`config.mk`:
```
export PLATFORM = sky130hd
export DESIGN_NAME = lstm_seq_driver_flat
export DESIGN_NICKNAME = d
export VERILOG_FILES = /design/src/rtl/lstm_seq_driver_if.sv /design/src/rtl/lstm_seq_driver.sv /design/src/flat_wrapper.sv
export SDC_FILE = /design/constraint.sdc
export NUM_CORES = 1
export LEC_CHECK = 0
export ABC_CLOCK_PERIOD_IN_PS = 5500
export BUFFER_PORTS_ARGS = -buffer_cell sky130_fd_sc_hd__buf_2
export CORE_UTILIZATION = 32
export CTS_BUF_LIST = sky130_fd_sc_hd__clkbuf_4 sky130_fd_sc_hd__clkbuf_8 sky130_fd_sc_hd__clkbuf_16
export DETAILED_ROUTE_END_ITERATION = 16
export PLACE_DENSITY = 0.54
export SKIP_LAST_GASP = 1
export SLEW_MARGIN = 20
export SYNTH_ARGS = -nofsm -noshare
export SYNTH_HDL_FRONTEND = slang
export SYNTH_SLANG_ARGS = --single-unit
```
`constraint.sdc`:
```
create_clock -name clk -period 5.5 [get_ports clk]
set_clock_uncertainty 0.2 [all_clocks]
set_input_delay 0.55 -clock clk [delete_from_list [all_inputs] [get_ports clk]]
set_output_delay 0.55 -clock clk [all_outputs]
set_load 0.01 [all_outputs]
```
`src/rtl/lstm_seq_driver_if.sv`:
```
// lstm_seq_driver_if
//   Groups the streaming and cell-facing signals of lstm_seq_driver.
//   x_*    : input sample stream (valid/ready), upstream -> driver
//   h_*    : hidden-state output stream (valid/ready), driver -> downstream
//   cell_* : operands presented to the LSTM cell and its results
//   Modports: slave = the sequencing block, master = its environment.
interface lstm_seq_driver_if #(
  parameter int DATA_WIDTH = 16
);
  logic                  x_valid;
  logic                  x_ready;
  logic [DATA_WIDTH-1:0] x_data;
  logic                  h_valid;
  logic                  h_ready;
  logic [DATA_WIDTH-1:0] h_data;
  logic                  h_last;
  logic [DATA_WIDTH-1:0] cell_x;
  logic [DATA_WIDTH-1:0] cell_h;
  logic [DATA_WIDTH-1:0] cell_c;
  logic [DATA_WIDTH-1:0] cell_c_out;
  logic [DATA_WIDTH-1:0] cell_h_out;

  modport slave (
    input  x_valid, x_data, h_ready, cell_c_out, cell_h_out,
    output x_ready, h_valid, h_data, h_last, cell_x, cell_h, cell_c
  );

  modport master (
    output x_valid, x_data, h_ready, cell_c_out, cell_h_out,
    input  x_ready, h_valid, h_data, h_last, cell_x, cell_h, cell_c
  );
endinterface

```
`src/rtl/lstm_seq_driver.sv`:
```
// lstm_seq_driver
//   Sequencing stage in front of a combinational LSTM cell. For each of
//   seq_len timesteps it accepts one sample X, presents {X, h, c} to the
//   cell for CELL_LATENCY cycles, captures the cell results as the new
//   (h, c) and emits h downstream. State starts from zero on every run.
// Ports:
//   clk, rst        : clock, synchronous active-high reset
//   start, seq_len  : run request and its length (sampled in IDLE only)
//   busy, done      : run in progress / one-cycle end-of-run pulse
//   h_final,c_final : state after the last step, held until next start
//   io (slave)      : x stream, h stream and cell operand/result signals
module lstm_seq_driver #(
  parameter int DATA_WIDTH   = 16,
  parameter int FRACT_WIDTH  = 8,
  parameter int CELL_LATENCY = 1,
  parameter int SEQ_LEN_W    = 8
) (
  input  logic                  clk,
  input  logic                  rst,
  input  logic                  start,
  input  logic [SEQ_LEN_W-1:0]  seq_len,
  output logic                  busy,
  output logic                  done,
  output logic [DATA_WIDTH-1:0] h_final,
  output logic [DATA_WIDTH-1:0] c_final,
  lstm_seq_driver_if.slave      io
);

  // Values are only carried, never computed on, so the fixed-point format
  // matters only as a sanity bound on the parameters.
  if (CELL_LATENCY < 1 || CELL_LATENCY > 15) begin : g_bad_latency
    $error("lstm_seq_driver: CELL_LATENCY must be within 1..15");
  end
  if (FRACT_WIDTH < 0 || FRACT_WIDTH > DATA_WIDTH) begin : g_bad_fract
    $error("lstm_seq_driver: FRACT_WIDTH must be within 0..DATA_WIDTH");
  end

  localparam logic [3:0] LAT_LOAD = 4'(CELL_LATENCY - 1);

  typedef enum logic [2:0] {
    IDLE,
    WAIT_X,
    CALC,
    EMIT,
    DONE
  } state_t;

  state_t                state, state_next;
  logic [SEQ_LEN_W-1:0]  len_reg;
  logic [SEQ_LEN_W-1:0]  step_cnt;
  logic [3:0]            lat_cnt;
  logic [DATA_WIDTH-1:0] x_reg;
  logic [DATA_WIDTH-1:0] h_reg;
  logic [DATA_WIDTH-1:0] c_reg;
  // Snapshots of h/c taken when the step starts, so the cell operands stay
  // frozen after h_reg/c_reg are overwritten at the end of CALC.
  logic [DATA_WIDTH-1:0] cell_h_reg;
  logic [DATA_WIDTH-1:0] cell_c_reg;
  logic                  is_last;

  assign is_last = (step_cnt == len_reg - SEQ_LEN_W'(1));

  always_ff @(posedge clk) begin
    if (rst) begin
      state <= IDLE;
    end else begin
      state <= state_next;
    end
  end

  always_comb begin
    state_next  = state;
    busy        = 1'b1;
    done        = 1'b0;
    io.x_ready  = 1'b0;
    io.h_valid  = 1'b0;
    io.h_last   = 1'b0;
    case (state)
      IDLE: begin
        busy = 1'b0;
        if (start) begin
          state_next = (seq_len != '0) ? WAIT_X : DONE;
        end
      end
      WAIT_X: begin
        io.x_ready = 1'b1;
        if (io.x_valid) begin
          state_next = CALC;
        end
      end
      CALC: begin
        if (lat_cnt == 4'd0) begin
          state_next = EMIT;
        end
      end
      EMIT: begin
        io.h_valid = 1'b1;
        io.h_last  = is_last;
        if (io.h_ready) begin
          state_next = is_last ? DONE : WAIT_X;
        end
      end
      DONE: begin
        done       = 1'b1;
        state_next = IDLE;
      end
      default: begin
        busy       = 1'b0;
        state_next = IDLE;
      end
    endcase
  end

  // Datapath: sample latch, recurrent state, step/latency counters and the
  // final-state registers published on the DONE cycle.
  always_ff @(posedge clk) begin
    if (rst) begin
      len_reg    <= '0;
      step_cnt   <= '0;
      lat_cnt    <= '0;
      x_reg      <= '0;
      h_reg      <= '0;
      c_reg      <= '0;
      cell_h_reg <= '0;
      cell_c_reg <= '0;
      h_final    <= '0;
      c_final    <= '0;
    end else begin
      case (state)
        IDLE: begin
          if (start) begin
            len_reg  <= seq_len;
            step_cnt <= '0;
            h_reg    <= '0;
            c_reg    <= '0;
          end
        end
        WAIT_X: begin
          if (io.x_valid) begin
            x_reg      <= io.x_data;
            cell_h_reg <= h_reg;
            cell_c_reg <= c_reg;
            lat_cnt    <= LAT_LOAD;
          end
        end
        CALC: begin
          if (lat_cnt == 4'd0) begin
            h_reg <= io.cell_h_out;
            c_reg <= io.cell_c_out;
          end else begin
            lat_cnt <= lat_cnt - 4'd1;
          end
        end
        EMIT: begin
          if (io.h_ready) begin
            step_cnt <= step_cnt + SEQ_LEN_W'(1);
          end
        end
        DONE: begin
          h_final <= h_reg;
          c_final <= c_reg;
        end
        default: begin
        end
      endcase
    end
  end

  assign io.cell_x = x_reg;
  assign io.cell_h = cell_h_reg;
  assign io.cell_c = cell_c_reg;
  assign io.h_data = h_reg;

endmodule

```
`src/flat_wrapper.sv`:
```
// flat-port wrapper written by rule: the top's interface ports become plain ports
module lstm_seq_driver_flat 
#(
  parameter int DATA_WIDTH   = 16,
  parameter int FRACT_WIDTH  = 8,
  parameter int CELL_LATENCY = 1,
  parameter int SEQ_LEN_W    = 8
)
  (clk, rst, start, seq_len, busy, done, h_final, c_final, io_x_valid, io_x_data, io_h_ready, io_cell_c_out, io_cell_h_out, io_x_ready, io_h_valid, io_h_data, io_h_last, io_cell_x, io_cell_h, io_cell_c);
  lstm_seq_driver_if #(.DATA_WIDTH(DATA_WIDTH)) io_i ();
  input  logic clk;
  input  logic rst;
  input  logic start;
  input  logic [SEQ_LEN_W-1:0] seq_len;
  output logic busy;
  output logic done;
  output logic [DATA_WIDTH-1:0] h_final;
  output logic [DATA_WIDTH-1:0] c_final;
  input wire logic [$bits(io_i.x_valid)-1:0] io_x_valid;
  input wire logic [$bits(io_i.x_data)-1:0] io_x_data;
  input wire logic [$bits(io_i.h_ready)-1:0] io_h_ready;
  input wire logic [$bits(io_i.cell_c_out)-1:0] io_cell_c_out;
  input wire logic [$bits(io_i.cell_h_out)-1:0] io_cell_h_out;
  output wire logic [$bits(io_i.x_ready)-1:0] io_x_ready;
  output wire logic [$bits(io_i.h_valid)-1:0] io_h_valid;
  output wire logic [$bits(io_i.h_data)-1:0] io_h_data;
  output wire logic [$bits(io_i.h_last)-1:0] io_h_last;
  output wire logic [$bits(io_i.cell_x)-1:0] io_cell_x;
  output wire logic [$bits(io_i.cell_h)-1:0] io_cell_h;
  output wire logic [$bits(io_i.cell_c)-1:0] io_cell_c;
  assign io_i.x_valid = io_x_valid;
  assign io_i.x_data = io_x_data;
  assign io_i.h_ready = io_h_ready;
  assign io_i.cell_c_out = io_cell_c_out;
  assign io_i.cell_h_out = io_cell_h_out;
  assign io_x_ready = io_i.x_ready;
  assign io_h_valid = io_i.h_valid;
  assign io_h_data = io_i.h_data;
  assign io_h_last = io_i.h_last;
  assign io_cell_x = io_i.cell_x;
  assign io_cell_h = io_i.cell_h;
  assign io_cell_c = io_i.cell_c;
  lstm_seq_driver #(.DATA_WIDTH(DATA_WIDTH), .FRACT_WIDTH(FRACT_WIDTH), .CELL_LATENCY(CELL_LATENCY), .SEQ_LEN_W(SEQ_LEN_W)) u_core (.clk(clk), .rst(rst), .start(start), .seq_len(seq_len), .busy(busy), .done(done), .h_final(h_final), .c_final(c_final), .io(io_i));
endmodule
```
==> flow_metrics.tcl, run 1 <==
set metrics [dict create \
    status "finished, final reports clean" \
    p_per_area_nw_per_um2 405.7 \
    ctsResizeCount 0 \
    final.setup.worst_slack_ns 2.224 \
    grt_pass1_wl_um 23840 \
    slew_violations 0 \
    async_flop_share_pct 0 \
    max_slew_margin_pct 30.84 \
    worstMarginPinSlew_ns 1.034 \
    clock_path_buffers 2 \
    drive_above_1_share_pct 25.71 \
    final_common_cell "nand2_1" \
    dp.cells 997 \
    period_needed_ns 3.276 \
    postCtsSetupBuffers 0 \
    synth.distinct_cells 41 \
    viasPerCell 4.736 \
    cts-hold-fix-buffers 0 \
    core-area_um2 15890 \
    ys_seq_area_share_pct 52.00 \
    final_util_pct 43.00 \
    fill_cells 1636 \
    synth_compound_area_share_pct 14.23 \
    nets 865 \
    htreeDepth 4 \
    first_iter_violations 252 \
    dieArea_um2 16760 \
    gp_congestion 0.7714 \
    synth-simple-area-share_pct 25.83 \
    post-route-period-util_pct 59.57 \
    die_h_um 129.4 \
    synth_top_family_by_area "simple AND/OR/NAND/NOR gates" \
    synth_nets 725 \
    clk_latency_ns 0.42 \
    start_util_pct 32.72 \
    avgRoutedWirePerCell_um 14.63 \
    muxShareOfSynthArea_pct 0.4092 \
    antenna-diode-count 0 \
    critPathRequiredTime_ns 4.75 \
    synthCells 660 \
    first_pass_iters 4 \
    fin_cells 1029 \
    synth_edf_count 0 \
    synth_ff_type "dfxtp_1" \
    synth-xor-area-share_pct 2.865 \
    leakage_uw 0.002764 \
    std_cell_rows 46 \
    synthDominantCellAreaShare_pct 52.00 \
    critPathArrivalTime_ns 2.53 \
    num_io_pins 162 \
    avgSynthCellArea_um2 7.875 \
    cts-root-buf "clkbuf_16" \
    dp_worst_setup_slack_ns 2.620 \
    grtUsageTotal_pct 18.61 \
    worstSetupPathType "reg -> out" \
    rsz0062_at_grt "no" \
    syn2layout_area_growth_pct 31.42 \
    setup.worst_path.start_class "flip-flop" \
    portBuffers 161 \
    drc_errors 0 \
    cp_max_fo 5 \
    finalHoldViolations 0 \
    whs_ns 0.1552 \
    yosys.area.top_type "dfxtp_1" \
    cts_buffers 17 \
    end_kind "output pin" \
    synth-adder-area-share_pct 0.9629 \
    max_freq_mhz 305.2 \
    synth.cell_area_um2 5197 \
    cts_sinks 135 \
    grt_pass1_vias 4560 \
    netlist_top_cells_area "dfxtp_1 (52%), nand2_1 (16%), a21oi_1 (12%)" \
    final_cell_mix "nand2_1 (217), buf_2 (160), dfxtp_1 (135)" \
    die_x_um 129.4 \
    ant_nets 0 \
    setup_viol 0 \
    yosys_warnings 0 \
    cts_tree "done" \
    overflow 0 \
    ys_seq_elements 135 \
    r2r_slack_ns 2.71 \
    grt_start_max_net_pins 67 \
    antenna_found_initial 0 \
    clkTransAtPathRegs_ns 0.06 \
    hp-class "in -> reg" \
    final.setup.tns_ns 0 \
    maxCapViolations 0 \
    vias 4873 \
    dp_hpwl_um 9660 \
    finalWirelength_um 15050 \
    peakVddDrop_uv 231.4 \
]
[area by class of cell]
class | instances | area, um^2 | share of cell area (%)
sequential | 135 | 2703 | 39.57
multi-input combinational | 475 | 2323 | 34.02
clock buffer | 21 | 474.2 | 6.943
inverter | 5 | 18.77 | 0.2748
tap | 216 | 270.3 | 3.957
clock inverter | 11 | 195.2 | 2.858
timing repair buffer | 166 | 845.8 | 12.38
[power by group]
group          internal [uW]  total [uW]  switching [uW]
clock network            846        1280             436
logic                    134         416             283
registers               1020        1070            50.3
[worst max-delay path: stages, from the launching register on]
cell and delay (ns):
dfxtp_1 0.35, inv_1 0.07, ha_1 0.16, or3b_2 0.46
a211oi_1 0.24, nand4_1 0.13, a2111oi_2 0.39, and2_1 0.19
buf_2 0.12
[per-stage QoR]
stage,cell area [um^2],total power (uW)
2_1_floorplan,5197,1372
3_5_place_dp,6160,1515
6_report,6830,2771
5_1_grt,6830,2901
4_1_cts,6829,2808
3_3_place_gp,6160,1518
[cells by family (layout without fill, tap and decap cells)]
| logic type | count (synthesis) | in the layout |
|---|---|---|
| AO/OA/AOI/OAI | 140 | 140 |
| AND/OR/NAND/NOR | 312 | 312 |
| adder cells (fa/ha/maj) | 4 | 4 |
| multiplexers | 2 | 2 |
| buffers and inverters | 50 | 203 |
| XOR/XNOR | 17 | 17 |
| flip-flops | 135 | 135 |
[synthesized netlist by cell type (all sizes together), types with 5 or more instances]
cell	n
a21oi	126
and2	6
buf	7
clkbuf	38
dfxtp	135
inv	5
nand2	218
nand3	38
nor2	16
nor3	10
xnor2	8
xor2	9
[path summary, 6_finish.rpt]
kind,start,end,cells after the start
hold / removal,io_x_data[14],u_core.io.cell_x[14]$_SDFFE_PP0P_,3
setup reg to reg,u_core.state[1]$_SDFFE_PP0P_,u_core.io.h_data[12]$_SDFFE_PP0P_,7
setup / recovery,u_core.len_reg[0]$_SDFFE_PP0P_,io_h_last,8
hold reg to reg,u_core.io.cell_c[4]$_SDFFE_PP0P_,u_core.io.cell_c[4]$_SDFFE_PP0P_,2
[per-layer routing]
metal	GRT usage [%]	vias to the layer above	part of all wire (%)
met2	28.24	154	44
li1	-	2474	-
met5	0	-	0
met3	7.225	20	8.3
met1	23.69	2225	46
met4	7.387	0	1.8
Note: power is estimated with default switching activity, not from simulation.
==> run 2, diff against run 1 <==
--- a/config.mk
+++ b/config.mk
@@ -5,12 +5,12 @@
 export SDC_FILE = /design/constraint.sdc
 export NUM_CORES = 1
 export LEC_CHECK = 0
-export ABC_CLOCK_PERIOD_IN_PS = 5500
+export ABC_CLOCK_PERIOD_IN_PS = 2920
 export BUFFER_PORTS_ARGS = -buffer_cell sky130_fd_sc_hd__buf_2
 export CORE_UTILIZATION = 32
 export CTS_BUF_LIST = sky130_fd_sc_hd__clkbuf_4 sky130_fd_sc_hd__clkbuf_8 sky130_fd_sc_hd__clkbuf_16
 export DETAILED_ROUTE_END_ITERATION = 16
-export PLACE_DENSITY = 0.54
+export PLACE_DENSITY = 0.56
 export SKIP_LAST_GASP = 1
 export SLEW_MARGIN = 20
 export SYNTH_ARGS = -nofsm -noshare
==> constraint.sdc (replaced) <==
create_clock -name clk -period 2.92 [get_ports clk]
set_clock_uncertainty 0.2 [all_clocks]
set_input_delay 0.292 -clock clk [delete_from_list [all_inputs] [get_ports clk]]
set_output_delay 0.292 -clock clk [all_outputs]
set_load 0.01 [all_outputs]
==> flow_metrics.tcl, run 2 (same netlist as run 1, synthesis figures left out) <==
set metrics [dict create \
    status "finished, final reports clean" \
    pwr-share-seq_pct 38.9 \
    post-route-period-util_pct 94.87 \
    clock_power_share_pct 43.0 \
    peakVddDrop_uv 443.4 \
    cts_tree "done" \
    worstMarginPinSlew_ns 0.8819 \
    avgRoutedWirePerCell_um 14.00 \
    clkTransAtPathRegs_ns 0.05 \
    reg2regPathDepth 7 \
    routed.top_layer "met4" \
    worstSetupPathType "reg -> out" \
    htreeDepth 4 \
    p_int_uw 3739 \
    dp.cells 1006 \
    hold-path-cell-count 2 \
    std_cell_rows 46 \
    final_util_pct 47.41 \
    final_common_cell "nand2_1" \
    grtUsageTotal_pct 18.79 \
    start_util_pct 32.72 \
    critPathRequiredTime_ns 2.43 \
    drc_errors 0 \
    seq_area_um2 2708 \
    portBuffers 161 \
    cts_buffers 17 \
    drive_above_1_share_pct 25.77 \
    final.setup.tns_ns 0 \
    multi_input_area_um2 2355 \
    hp-class "in -> reg" \
    fill_cells 1601 \
    viasPerCell 4.736 \
    maxCapViolations 0 \
    p_per_area_nw_per_um2 690.5 \
    fin_cells 1097 \
    max_freq_mhz 361.0 \
    vias 5195 \
    power_uw 5200 \
    finalWirelength_um 15360 \
    clk_latency_ns 0.41 \
    cp_max_fo 5 \
    core-area_um2 15890 \
    clock_path_buffers 2 \
    end_kind "output pin" \
    p_switching_uw 1461 \
    syn2layout_area_growth_pct 44.90 \
    dieArea_um2 16760 \
    leakage_uw 0.003068 \
    combPwrFrac_pct 18.1 \
    finalHoldViolations 0 \
    overflow 0 \
    rsz0062_at_grt "no" \
    whs_ns 0.1369 \
    cts-root-buf "clkbuf_16" \
    first_iter_violations 194 \
    switching_share_pct 28.09 \
    antenna_found_initial 0 \
    setup.worst_path.start_class "flip-flop" \
    first_pass_iters 5 \
    antenna-diode-count 0 \
    final_cell_mix "nand2_1 (217), buf_2 (160), dfxtp_1 (133)" \
    ant_nets 0 \
    cts_sinks 135 \
    met2_length_um 7401 \
    period_needed_ns 2.770 \
    die_h_um 129.4 \
    slew_violations 0 \
    dr_wl_met3_um 912 \
    die_x_um 129.4 \
    max_slew_margin_pct 41.21 \
    nets 933 \
    wl_met1_um 6866 \
    grt_pass1_vias 4942 \
    grt_start_max_net_pins 84 \
    gp_congestion 0.8269 \
    dp_hpwl_um 9780 \
    critPathArrivalTime_ns 2.28 \
    setup_viol 0 \
    num_io_pins 162 \
    grt_pass1_wl_um 24250 \
]
[run 2: changes by cell type in the layout (fill, tap and decap cells not counted), moves of 2 or more]
cell | before | now
buf_12 | 0 | 4
buf_4 | 6 | 13
bufinv_16 | 5 | 3
clkbuf_4 | 1 | 3
clkinv_4 | 2 | 4
clkinvlp_4 | 3 | 1
dfxtp_1 | 135 | 133
dlygate4sd3_1 | 0 | 57
[run 2: final cells by class]
class,count,area share [%]
inverters,5,0.2492
flip-flops and latches,135,35.95
multi-input cells,475,31.27
repair buffers,234,20.57
clock buffers,23,6.496
clock inverters,9,1.877
well taps,216,3.589
[run 2: timing repair]
| item | in CTS | in global routing |
|---|---|---|
| buffers inserted | 0 | 2 |
| gates resized for setup | 4 | 7 |
| pin swaps | 3 | 6 |
| hold buffers | 57 | 0 |
| setup endpoints to repair | 1 | 1 |
| endpoints found under the hold margin | 57 | 0 |
[run 2: final timing paths]
path / startpoint / end / slack (ns)
setup / recovery: u_core.len_reg[0]$_SDFFE_PP0P_ / io_h_last / 0.15
hold reg to reg: u_core.h_final[0]$_SDFFE_PP0P_ / u_core.h_final[0]$_SDFFE_PP0P_ / 0.25
hold / removal: rst / u_core.step_cnt[0]$_SDFFE_PP0P_ / 0.14
setup reg to reg: u_core.lat_cnt[0]$_SDFFE_PP0P_ / u_core.state[2]$_SDFFE_PP0P_ / 0.59
[run 2: routing by layer]
layer | track usage [%] | vias to the layer above
met5 | 0 | -
met4 | 7.592 | 0
met3 | 5.615 | 14
met2 | 31.53 | 148
met1 | 22.46 | 2414
li1 | - | 2619
[run 2: through the flow]
step / worst slack [ns] / cell area (um^2)
3_3_place_gp: 0.4018 / 6270
3_5_place_dp: 0.3430 / 6270
5_1_grt: 0.01377 / 7531
6_report: 0.1499 / 7531
2_1_floorplan: 0.6053 / 5197
4_1_cts: 0.02332 / 7492
[run 2: power by group through the flow]
stage               combinational [uW]  clock (uW)  sequential [uW]
finish                             941        2240             2020
global route                      1040        2380             2040
CTS                                936        2300             2020
detailed placement                 861           0             2050
global placement                   873           0             2060
floorplan                          548           0             2040
[run 2: worst max-delay path: stages (launching register included)]
cell and delay [ns]:
dfxtp_4 0.36, or4_4 0.57, nor4_4 0.23, o21ai_2 0.09, a2111oi_4 0.34, and2_1 0.17
buf_2 0.12
